<file path="config.mk">
export PLATFORM = sky130hd
export DESIGN_NAME = imem_loader_flat
export DESIGN_NICKNAME = d
export VERILOG_FILES = /design/src/rtl/imem_pkg.sv /design/src/rtl/imem_loader_if.sv /design/src/rtl/imem_loader.sv /design/src/flat_wrapper.sv
export SDC_FILE = /design/constraint.sdc
export NUM_CORES = 1
export LEC_CHECK = 0
export CAP_MARGIN = 20
export CORE_MARGIN = 3
export CORE_UTILIZATION = 47
export CTS_BUF_LIST = sky130_fd_sc_hd__clkbuf_4 sky130_fd_sc_hd__clkbuf_8
export DETAILED_ROUTE_END_ITERATION = 12
export PLACE_DENSITY = 0.69
export SKIP_CTS_REPAIR_TIMING = 1
export SYNTH_ARGS = -nofsm -noshare
export SYNTH_HDL_FRONTEND = slang
export SYNTH_SLANG_ARGS = --single-unit
</file>
<file path="constraint.sdc">
create_clock -name clk -period 2.9 [get_ports clk]
set_input_delay 0.58 -clock clk [delete_from_list [all_inputs] [get_ports clk]]
set_output_delay 0.58 -clock clk [all_outputs]
set_load 0.005 [all_outputs]
</file>
<file path="src/rtl/imem_pkg.sv">
// Shared sizing and state encoding for the instruction memory and its loader.
// The fetch stage and instruction memory take their size from here as well.
package imem_pkg;

   localparam int IMEM_BYTES     = 128;
   localparam int IMEM_ADDR_W    = 7;
   localparam int IMEM_WC_W      = 6;
   localparam int BYTES_PER_WORD = 4;
   localparam int MAX_WORDS      = IMEM_BYTES / BYTES_PER_WORD;

   typedef enum logic [2:0] {
      IDLE = 3'd0,
      HDR  = 3'd1,
      DATA = 3'd2,
      CHK  = 3'd3,
      DONE = 3'd4,
      ERR  = 3'd5
   } state_t;

endpackage

</file>
<file path="src/rtl/imem_loader_if.sv">
// Byte-stream input plus instruction-memory write port of the loader.
// master: stream source / memory side; slave: the loader itself.
interface imem_loader_if #(
   parameter int ADDR_W = imem_pkg::IMEM_ADDR_W
);
   logic [7:0]        s_data;
   logic              s_valid;
   logic              s_ready;
   logic              mem_we;
   logic [ADDR_W-1:0] mem_addr;
   logic [7:0]        mem_wdata;

   modport master (
      output s_data, s_valid,
      input  s_ready, mem_we, mem_addr, mem_wdata
   );

   modport slave (
      input  s_data, s_valid,
      output s_ready, mem_we, mem_addr, mem_wdata
   );
endinterface

</file>
<file path="src/rtl/imem_loader.sv">
// Instruction memory programmer: takes a framed byte stream (count, payload,
// XOR checksum), writes payload bytes in arrival order (big-endian words) and
// keeps the CPU in reset until a verified image is in place.
module imem_loader
   import imem_pkg::*;
#(
   parameter int MEM_BYTES = IMEM_BYTES,
   parameter int ADDR_W    = IMEM_ADDR_W,
   parameter int WC_W      = IMEM_WC_W
) (
   input  logic            clk,
   input  logic            reset,
   input  logic            start,
   imem_loader_if.slave    bus,
   output logic            cpu_hold,
   output logic            busy,
   output logic            done,
   output logic            error,
   output logic [WC_W-1:0] word_count
);

   // One extra pointer bit so a full image count (MEM_BYTES) is representable.
   localparam int PTR_W = ADDR_W + 1;
   localparam int WORDS = MEM_BYTES / BYTES_PER_WORD;

   state_t            state_q, state_d;
   logic [PTR_W-1:0]  ptr_q, ptr_d;
   logic [7:0]        csum_q, csum_d;
   logic [WC_W-1:0]   nwords_q, nwords_d;
   logic [WC_W-1:0]   wc_q, wc_d;
   logic              mem_we_q, mem_we_d;
   logic [ADDR_W-1:0] mem_addr_q, mem_addr_d;
   logic [7:0]        mem_wdata_q, mem_wdata_d;

   logic              s_ready;
   logic              xfer;
   logic              hdr_ok;
   logic              last_byte;

   assign xfer      = bus.s_valid && s_ready;
   assign hdr_ok    = (bus.s_data != 8'd0) && (32'(bus.s_data) <= 32'(WORDS));
   assign last_byte = ((ptr_q + PTR_W'(1)) == PTR_W'({nwords_q, 2'b00}));

   // State register; reset aborts any load in progress.
   always_ff @(posedge clk) begin
      if (!reset) state_q <= IDLE;
      else        state_q <= state_d;
   end

   // Next-state logic; start only matters when no load is running.
   always_comb begin
      state_d = state_q;
      case (state_q)
         IDLE:    if (start) state_d = HDR;
         HDR:     if (xfer)  state_d = hdr_ok ? DATA : ERR;
         DATA:    if (xfer && last_byte) state_d = CHK;
         CHK:     if (xfer)  state_d = (bus.s_data == csum_q) ? DONE : ERR;
         DONE:    if (start) state_d = HDR;
         ERR:     if (start) state_d = HDR;
         default: state_d = IDLE;
      endcase
   end

   // Status and handshake outputs decoded purely from state.
   always_comb begin
      s_ready  = (state_q == HDR) || (state_q == DATA) || (state_q == CHK);
      busy     = s_ready;
      done     = (state_q == DONE);
      error    = (state_q == ERR);
      cpu_hold = (state_q != DONE);
   end

   // Datapath next values: pointer, checksum, word count and the write port.
   always_comb begin
      ptr_d       = ptr_q;
      csum_d      = csum_q;
      nwords_d    = nwords_q;
      wc_d        = wc_q;
      mem_we_d    = 1'b0;
      mem_addr_d  = mem_addr_q;
      mem_wdata_d = mem_wdata_q;
      case (state_q)
         IDLE, DONE, ERR: begin
            if (start) begin
               ptr_d  = '0;
               csum_d = 8'd0;
               wc_d   = '0;
            end
         end
         HDR: begin
            // Truncation is safe: out-of-range counts never reach DATA.
            if (xfer) nwords_d = WC_W'(bus.s_data);
         end
         DATA: begin
            if (xfer) begin
               mem_we_d    = 1'b1;
               mem_addr_d  = ptr_q[ADDR_W-1:0];
               mem_wdata_d = bus.s_data;
               ptr_d       = ptr_q + PTR_W'(1);
               csum_d      = csum_q ^ bus.s_data;
               if (ptr_q[1:0] == 2'b11) wc_d = wc_q + WC_W'(1);
            end
         end
         default: ;
      endcase
   end

   // Datapath registers, all cleared by reset.
   always_ff @(posedge clk) begin
      if (!reset) begin
         ptr_q       <= '0;
         csum_q      <= 8'd0;
         nwords_q    <= '0;
         wc_q        <= '0;
         mem_we_q    <= 1'b0;
         mem_addr_q  <= '0;
         mem_wdata_q <= 8'd0;
      end else begin
         ptr_q       <= ptr_d;
         csum_q      <= csum_d;
         nwords_q    <= nwords_d;
         wc_q        <= wc_d;
         mem_we_q    <= mem_we_d;
         mem_addr_q  <= mem_addr_d;
         mem_wdata_q <= mem_wdata_d;
      end
   end

   assign bus.s_ready   = s_ready;
   assign bus.mem_we    = mem_we_q;
   assign bus.mem_addr  = mem_addr_q;
   assign bus.mem_wdata = mem_wdata_q;
   assign word_count    = wc_q;

endmodule

</file>
<file path="src/flat_wrapper.sv">
// flat-port wrapper written by rule: the top's interface ports become plain ports
module imem_loader_flat import imem_pkg::*;
#(
   parameter int MEM_BYTES = IMEM_BYTES,
   parameter int ADDR_W    = IMEM_ADDR_W,
   parameter int WC_W      = IMEM_WC_W
)
  (clk, reset, start, cpu_hold, busy, done, error, word_count, bus_s_data, bus_s_valid, bus_s_ready, bus_mem_we, bus_mem_addr, bus_mem_wdata);
  imem_loader_if #(.ADDR_W(ADDR_W)) bus_i ();
  input  logic clk;
  input  logic reset;
  input  logic start;
  output logic cpu_hold;
  output logic busy;
  output logic done;
  output logic error;
  output logic [WC_W-1:0] word_count;
  input wire logic [$bits(bus_i.s_data)-1:0] bus_s_data;
  input wire logic [$bits(bus_i.s_valid)-1:0] bus_s_valid;
  output wire logic [$bits(bus_i.s_ready)-1:0] bus_s_ready;
  output wire logic [$bits(bus_i.mem_we)-1:0] bus_mem_we;
  output wire logic [$bits(bus_i.mem_addr)-1:0] bus_mem_addr;
  output wire logic [$bits(bus_i.mem_wdata)-1:0] bus_mem_wdata;
  assign bus_i.s_data = bus_s_data;
  assign bus_i.s_valid = bus_s_valid;
  assign bus_s_ready = bus_i.s_ready;
  assign bus_mem_we = bus_i.mem_we;
  assign bus_mem_addr = bus_i.mem_addr;
  assign bus_mem_wdata = bus_i.mem_wdata;
  imem_loader #(.MEM_BYTES(MEM_BYTES), .ADDR_W(ADDR_W), .WC_W(WC_W)) u_core (.clk(clk), .reset(reset), .start(start), .bus(bus_i), .cpu_hold(cpu_hold), .busy(busy), .done(done), .error(error), .word_count(word_count));
endmodule
</file>
==> out/results.ini, run 1 <==
[status]
outcome=finished, final reports clean

[timing]
fin_crit_sh_pct=82.2
rsz0062_at_grt=false
fin_tns_setup_ns=0
slew_headroom_pct=65.8
fmax_mhz=419
skew_ns=0.00609
drv_slew=0
hold_ws_ns=0.466
hold_viol_final=0
period_needed_ns=2.38
setup_ws_ns=0.515
setup_viol=0
worst_slew_pin_slew_ns=0.511

[synth]
async_flop_share_pct=0
yosys_warnings=0
synth_top_area_cell=dfxtp_1
yosys-top-cells-count=47 x dfxtp_1, 35 x nand2_1, 23 x nor2_1
syn_inst=273
synth_most_common_cell=dfxtp_1
yosys_most_used_dff=dfxtp_1
yosysSeqAreaShare_pct=40.5
syn-cell-area_sq_um=2330
syn-num-nets=288
synth_edf_count=0
yosys_register_bits=47
ys_types=44
synth_area_per_cell_sq_um=8.52
ys_top_cells_by_area=dfxtp_1 40%, xor2_1 8.3%, a21boi_0 6.5%
synth.top_cell.area_share_pct=40.5

[floorplanning]
fp-row-count=24
design.portCount=39
die_x_microns=76.4
die_h_microns=76.4
die-area_sq_um=5830
start_util_pct=51.0
core_sq_um=4560

[run]
drv_cap=0

[critical_path]
cp-start-kind=flop
cp_num_buf_inv=2
cp_slowest_cell=dfxtp_1
path_cells=nand2_1 > or2_2 > inv_1 > clkdlybuf4s50_1
cp.arrival_ns=1.80
end_kind=primary output
worstSetupPathType=flop to primary output
critPathMaxStageDelay_ns=0.53
critPathTopFamily=buffers and inverters
startpoint=u_core.state_q[2]
critPathMaxFanout=12
r2r-start=u_core.ptr_q[0]
required_ns=2.32

[drt]
routed.top_layer=met4
initialDrtViolationCount=74
routed_via_density=5.19
drc=0
wl_per_cell_microns=13.9
vias=1950
first_pass_iters=4
drtAntennaViolNets=0
wl_mm=5.21
route.met2.wl_mm=2.33
wirelength_met1_mm=2.61
wl_met3_microns=195

[clock_tree]
cts_tree=built
clock-sinks=47
clockRootBuffer=clkbuf_8
clkTransAtPathRegs_ns=0.09
cts_max_level=2
cts_max_path_buffers=2
cts_buffers=5
insertion_delay_ns=0.30

[grt]
grt_overflow=0
antenna_found_initial=0
grt_usage_pct=18.9
grt_pass1_vias=1907
grt_pass1_wl_mm=8.97
grt_max_degree=24

[cells_and_area]
drive_above_1_share_pct=8.04
layout.filler_cells=424
area_growth_pct=23.5
antenna_cells=0
multi_input_area_sq_um=1300
final_area_sq_um=2870
finish.net_count=325
register_area_sq_um=941

[pwr]
power.density_nw_per_um2=457
power.total_mw=1.31
p_leak_nw=1.02
vdd_ir_drop_max_uv=319

[placement]
placed_area_sq_um=2770
dp_hpwl_mm=3.69
port_buffers=38
gp_congestion=0.830
place_ws_ns=0.411

[worst_hold_path]
hp-start=u_core.bus.mem_addr[6]
holdCritPathClass=flop to flop

-- kinds of logic (layout without fill, tap and decap cells) --
group,count (synthesis),count (layout),synth area share (%)
AND/OR/NAND/NOR,111,111,24.2
buffers and inverters,18,56,3.55
AO/OA/AOI/OAI,59,59,16.6
XOR/XNOR,28,28,10.5
adder cells (fa/ha/maj),3,3,1.61
flip-flops,47,47,40.5
multiplexers,7,7,3.07
-- area by class of cell --
type	instances	share of cell area, %
multi-input combinational	208	45.3
sequential	47	32.8
timing repair buffer	45	15.1
clock buffer	7	3.35
tap	65	2.83
inverter	3	0.392
clock inverter	1	0.261
-- state kept, by name (all words and copies together) (netlist names) --
name,flops
u_core.ptr_q,8
u_core.bus.mem_wdata,8
u_core.csum_q,8
u_core.bus.mem_we,1
u_core.state_q,3
u_core.nwords_q,6
u_core.bus.mem_addr,7
u_core.word_count,6
-- metal layers --
layer / up-vias / track usage [%]
li1: 1003 / -
met1: 895 / 24.8
met2: 45 / 30.4
met3: 7 / 4.49
met4: 0 / 6.52
met5: - / 0
-- stage by stage --
step                cells  util (%)
detailed placement    368      60.7
global placement      368      60.7
finish                376      62.9
CTS                   376      62.9
floorplan             273         -
global route          376      62.9
-- tightest hold or removal path: cells and delay by family, from the launching register on --
family,cells,cell delay (ns)
flip-flops,1,0.32
AO/OA/AOI/OAI,1,0.06
AND/OR/NAND/NOR,1,0.05
-- power by group --
part	leakage [nW]	internal, mW	total [mW]	switching [mW]
Sequential	0.380	0.666	0.694	0.0275
Combinational	0.592	0.0888	0.181	0.0919
Clock	0.0505	0.217	0.439	0.222
Total	1.02	0.972	1.31	0.341
-- cell usage in the layout, fill, tap and decap left out, types with 3 or more instances in the layout --
cell type	instances
a21boi_0	20
a21oi_1	6
and2_1	6
and3_1	6
buf_4	7
clkbuf_8	7
clkdlybuf4s50_1	38
dfxtp_1	47
ha_1	3
mux2i_1	6
nand2_1	35
nand3_1	6
nand3b_1	3
nor2_1	23
nor2b_1	10
nor3_1	4
o21ai_0	20
or3_1	6
xnor2_1	6
xor2_1	22
-- path summary, 6_finish.rpt --
path / end / slack [ns] / depth (start not counted)
max: done / 0.52 / 4
min: u_core.bus.mem_addr[6] / 0.47 / 2
max reg2reg: u_core.state_q[0] / 0.91 / 6
min reg2reg: u_core.bus.mem_addr[6] / 0.47 / 2
Note: power is estimated with default switching activity, not from simulation.
==> run 2, diff against run 1 <==
==> constraint.sdc (replaced) <==
create_clock -name clk -period 2.3 [get_ports clk]
set_input_delay 0.46 -clock clk [delete_from_list [all_inputs] [get_ports clk]]
set_output_delay 0.46 -clock clk [all_outputs]
set_load 0.005 [all_outputs]
==> out/results.ini, run 2 (same netlist as run 1, synthesis figures left out) <==
[pwr]
p_leak_nw=1.06  ; +3.2%
vdd_ir_drop_max_uv=369  ; +16%
power.density_nw_per_um2=552  ; +21%

[timing]
setup_viol=0  ; unchanged
slew_headroom_pct=71.4  ; +5.7 points
period_needed_ns=2.21
rsz0062_at_grt=false
hold_viol_final=0  ; unchanged
worst_slew_pin_slew_ns=0.428  ; -0.0837 ns
fin_crit_sh_pct=96.0
drv_slew=0  ; unchanged
skew_ns=0.00792  ; +0.00183 ns
fmax_mhz=453
fin_tns_setup_ns=0  ; unchanged

[cells_and_area]
finish.net_count=332  ; +2.2%
layout_common_cells=47 x dfxtp_1, 38 x clkdlybuf4s50_1, 35 x nand2_1
area_growth_pct=25.6
finalNonFillerCells=382  ; +1.6%
final_common_cell=dfxtp_1
drive_above_1_share_pct=9.78  ; +1.7 points
antenna_cells=0  ; unchanged

[drt]
first_pass_iters=4  ; unchanged
vias=2001  ; +2.6%
drc=0  ; unchanged
routed_via_density=5.24  ; +1.0%
drtAntennaViolNets=0  ; unchanged
initialDrtViolationCount=173  ; +130%
wl_per_cell_microns=13.7  ; -1.5%
wl_mm=5.22  ; about the same

[clock_tree]
cts_tree=built
clock-sinks=47  ; unchanged
clockRootBuffer=clkbuf_8
cts_buffers=5  ; unchanged
cts_max_level=2  ; unchanged
cts_max_path_buffers=2  ; unchanged
insertion_delay_ns=0.29  ; about the same
clkTransAtPathRegs_ns=0.08  ; about the same

[critical_path]
end_kind=primary output
cp-start-kind=flop
critPathMaxFanout=8  ; -4
path_cells=inv_2 > nand2_1 > or2_2 > inv_1 > clkdlybuf4s50_1
cp_slowest_cell=clkdlybuf4s50_1
r2r_setup_slack_ns=0.39  ; -0.52 ns
critPathMaxStageDelay_ns=0.49  ; -0.04 ns
required_ns=1.84  ; -0.48 ns
cp.arrival_ns=1.75  ; -0.05 ns
worstSetupPathType=flop to primary output

[grt]
antenna_found_initial=0  ; unchanged
grt_usage_pct=18.6  ; -0.36 points
grt_pass1_wl_mm=8.96  ; about the same
grt_overflow=0  ; unchanged
grt_max_degree=34  ; +42%
grt_pass1_vias=1864  ; -2.3%

[placement]
dp_cells=375  ; +1.9%
dp_hpwl_mm=3.76  ; +2.0%
port_buffers=38  ; unchanged
gp_congestion=0.823  ; -0.80%

[floorplanning]
fp-row-count=24  ; unchanged
start_util_pct=51.0  ; unchanged
core_sq_um=4560  ; unchanged
die-area_sq_um=5830  ; unchanged
die_x_microns=76.4  ; unchanged
design.portCount=39  ; unchanged
die_h_microns=76.4  ; unchanged

[run]
drv_cap=0  ; unchanged

[worst_hold_path]
holdCritPathClass=flop to flop

[status]
outcome=finished, final reports clean

-- run 2: area by class of cell --
class | instances | area [sq um]
clock buffers | 6 | 82.6
well taps | 65 | 81.3
clock inverters | 1 | 5.00
multi-input cells | 208 | 1300
fillers | 402 | 1640
inverters | 3 | 11.3
flip-flops and latches | 47 | 941
repair buffers | 52 | 498
-- run 2: through the flow --
step	hold slack, ns	area, sq um	util [%]	power, mW	setup slack (ns)
2_1_floorplan	0.460	2330	-	1.04	0.606
3_3_place_gp	0.450	2830	62.1	1.13	0.111
3_5_place_dp	0.455	2830	62.1	1.14	0.113
4_1_cts	0.467	2920	64.0	1.63	0.0869
5_1_grt	0.493	2920	64.0	1.70	0.00442
6_report	0.462	2920	64.0	1.61	0.0930
-- run 2: path summary, 6_finish.rpt --
check / cells past startpoint / end / start
min: 2 / u_core.bus.mem_addr[4] / u_core.bus.mem_addr[4]
max reg2reg: 6 / u_core.word_count[5] / u_core.ptr_q[0]
max: 5 / done / u_core.state_q[1]
min reg2reg: 2 / u_core.bus.mem_addr[4] / u_core.bus.mem_addr[4]
-- run 2: worst max-delay path, delay by kind of cell (launching register included) --
kind,cells,cell delay (ns)
buffers and inverters,3,0.67
flip-flops,1,0.40
AND/OR/NAND/NOR,2,0.38
-- run 2: power by group --
part	switching, mW	internal [mW]
combinational	0.123	0.123
clock	0.259	0.236
sequential	0.0308	0.840
-- run 2: routing by layer --
layer	vias to the layer above	part of all wire [%]	track usage, %	wire (microns)
li1	1015	-	-	-
met1	943	50	25.9	2600
met2	41	46	29.5	2400
met3	2	3.9	4.02	201
met5	-	0	0	0
met4	0	0.29	3.80	15
==> run 3, diff against run 2 <==
--- a/config.mk
+++ b/config.mk
@@ -5,6 +5,7 @@
 export SDC_FILE = /design/constraint.sdc
 export NUM_CORES = 1
 export LEC_CHECK = 0
+export ABC_AREA = 1
 export CAP_MARGIN = 20
 export CORE_MARGIN = 3
 export CORE_UTILIZATION = 47
@@ -12,6 +13,7 @@
 export DETAILED_ROUTE_END_ITERATION = 12
 export PLACE_DENSITY = 0.69
 export SKIP_CTS_REPAIR_TIMING = 1
+export SLEW_MARGIN = 20
 export SYNTH_ARGS = -nofsm -noshare
 export SYNTH_HDL_FRONTEND = slang
 export SYNTH_SLANG_ARGS = --single-unit
==> out/results.ini, run 3 <==
[critical_path]
r2r_cells=12  ; +6
cp.arrival_ns=1.62  ; -0.13 ns
required_ns=1.84  ; about the same
path_common_cell=nand2_1
worstSetupPathType=flop to primary output
path_cells=inv_2 > nand2_1 > nand2_1 > inv_1 > clkdlybuf4s50_1
critPathMaxStageDelay_ns=0.50  ; about the same
cp_slowest_cell=clkdlybuf4s50_1
cp-start-kind=flop
end_kind=primary output
critPathMaxFanout=6  ; -2

[grt]
grt_usage_pct=20.2  ; +1.6 points
grt_pass1_wl_mm=8.92  ; -0.47%
antenna_found_initial=0  ; unchanged
grt_pass1_vias=1940  ; +4.1%
grt_max_degree=28  ; -18%
grt_overflow=0  ; unchanged

[cells_and_area]
register_area_sq_um=941  ; unchanged
drive_above_1_share_pct=9.14  ; -0.64 points
finish.net_count=375  ; +13%
final_common_cell=nand2_1
multi_input_area_sq_um=1150  ; -12%
antenna_cells=0  ; unchanged
finalNonFillerCells=426  ; +12%
area_growth_pct=23.6
layout_common_cells=55 x nand2_1, 47 x dfxtp_1, 46 x nor2_1
layout.filler_cells=430  ; +7.0%

[synth]
synth_area_per_cell_sq_um=7.15  ; -16%
synth_most_common_cell=nand2_1
syn-num-nets=334  ; +16%
yosys-top-cells-count=55 x nand2_1, 47 x dfxtp_1, 46 x nor2_1
yosysSeqAreaShare_pct=41.2  ; +0.78 points
ys_types=30  ; -32%
synth_top_area_cell=dfxtp_1
async_flop_share_pct=0  ; unchanged
yosys_warnings=0  ; unchanged
ys_top_cells_by_area=dfxtp_1 41%, nand2_1 9.0%, nor2_1 7.6%
syn-cell-area_sq_um=2280  ; -1.9%
synth.top_cell.area_share_pct=41.2  ; +0.78 points
yosys_most_used_dff=dfxtp_1
syn_inst=319  ; +17%
yosys_register_bits=47  ; unchanged
synth_edf_count=0  ; unchanged

[clock_tree]
cts_buffers=5  ; unchanged
insertion_delay_ns=0.30  ; about the same
cts_tree=built
cts_max_path_buffers=2  ; unchanged
clkTransAtPathRegs_ns=0.09  ; about the same
clock-sinks=47  ; unchanged
clockRootBuffer=clkbuf_8
cts_max_level=2  ; unchanged

[floorplanning]
die_x_microns=75.7  ; -0.87%
core_sq_um=4530  ; -0.66%
die-area_sq_um=5730  ; -1.7%
die_h_microns=75.7  ; -0.87%
start_util_pct=50.3  ; -0.63 points
design.portCount=39  ; unchanged
fp-row-count=24  ; unchanged

[drt]
drtAntennaViolNets=0  ; unchanged
initialDrtViolationCount=100  ; -42%
routed_via_density=4.92  ; -6.1%
wl_per_cell_microns=12.1  ; -11%
vias=2095  ; +4.7%
drc=0  ; unchanged
first_pass_iters=4  ; unchanged
wl_mm=5.17  ; -0.86%

[timing]
hold_viol_final=0  ; unchanged
drv_slew=0  ; unchanged
fin_tns_setup_ns=0  ; unchanged
period_needed_ns=2.08  ; -0.127 ns
worst_slew_pin_slew_ns=0.305  ; -0.123 ns
slew_headroom_pct=79.6  ; +8.1 points
fmax_mhz=481  ; +6.1%
setup_viol=0  ; unchanged
rsz0062_at_grt=false
fin_crit_sh_pct=90.4  ; -5.5 points
skew_ns=0.00748  ; -0.000446 ns

[status]
outcome=finished, final reports clean

[placement]
gp_congestion=0.825  ; +0.15%
port_buffers=38  ; unchanged
dp_cells=418  ; +11%
dp_hpwl_mm=3.91  ; +3.8%

[pwr]
p_leak_nw=1.11  ; +5.1%
power.density_nw_per_um2=996  ; +81%
vdd_ir_drop_max_uv=618  ; +68%
power.total_mw=2.81  ; +74%

[worst_hold_path]
worstHoldPathCells=2  ; unchanged
holdCritPathClass=flop to flop

[run]
drv_cap=0  ; unchanged

run 3: changes by cell type in the layout (fill, tap and decap cells not counted), moves of 20 or more:
cell and change:
a21boi_0 -20, a21oi_1 +24, inv_1 +27, nand2_1 +20
nor2_1 +23
run 3: stage by stage:
stage	hold WS (ns)	cell area, sq um	setup WS, ns	util (%)
2_1_floorplan	0.445	2280	0.710	-
3_3_place_gp	0.464	2730	0.247	60.2
3_5_place_dp	0.469	2730	0.177	60.2
4_1_cts	0.483	2820	0.187	62.2
5_1_grt	0.514	2820	0.0887	62.2
6_report	0.477	2820	0.220	62.2
run 3: final cells by class:
cell class / count / share of cell area [%]
clock buffers: 5 / 2.44
clock inverters: 3 / 0.798
inverters: 37 / 4.92
multi-input cells: 226 / 40.8
flip-flops and latches: 47 / 33.3
well taps: 65 / 2.88
repair buffers: 43 / 14.8
run 3: critical path, delay by kind of cell (launching register included):
family,cells,cell delay (ns)
flip-flops,1,0.48
buffers and inverters,3,0.68
AND/OR/NAND/NOR,2,0.17
run 3: metal layers:
metal	global-route usage (%)	vias to the layer above	wire (microns)
met1	29.7	912	2640
met2	30.3	49	2210
met5	0	-	0
met4	5.24	0	59
met3	3.96	7	262
li1	-	1127	-
run 3: kinds of logic (layout without fill, tap and decap cells):
logic type / after synthesis / after routing / share of synthesized area, %
simple gates: 146 / 146 / 28.6
compound gates: 68 / 68 / 16.7
flops: 47 / 47 / 41.2
buf+inv: 46 / 88 / 8.33
xor+xnor: 9 / 9 / 3.45
fa+ha+maj: 3 / 3 / 1.64
run 3: worst paths after layout:
| kind | start | end | slack (ns) |
|---|---|---|---|
| setup / recovery | u_core.state_q[1] | bus_s_ready | 0.22 |
| hold / removal | u_core.nwords_q[3] | u_core.nwords_q[3] | 0.48 |
| setup reg to reg | u_core.ptr_q[1] | u_core.state_q[0] | 0.48 |
| hold reg to reg | u_core.nwords_q[3] | u_core.nwords_q[3] | 0.48 |
run 3: report_power, final:
group / leakage (nW) / internal [mW] / switching, mW
combinational: 0.678 / 0.493 / 0.639
sequential: 0.382 / 1.00 / 0.161
clock: 0.0485 / 0.218 / 0.298
total: 1.11 / 1.71 / 1.10
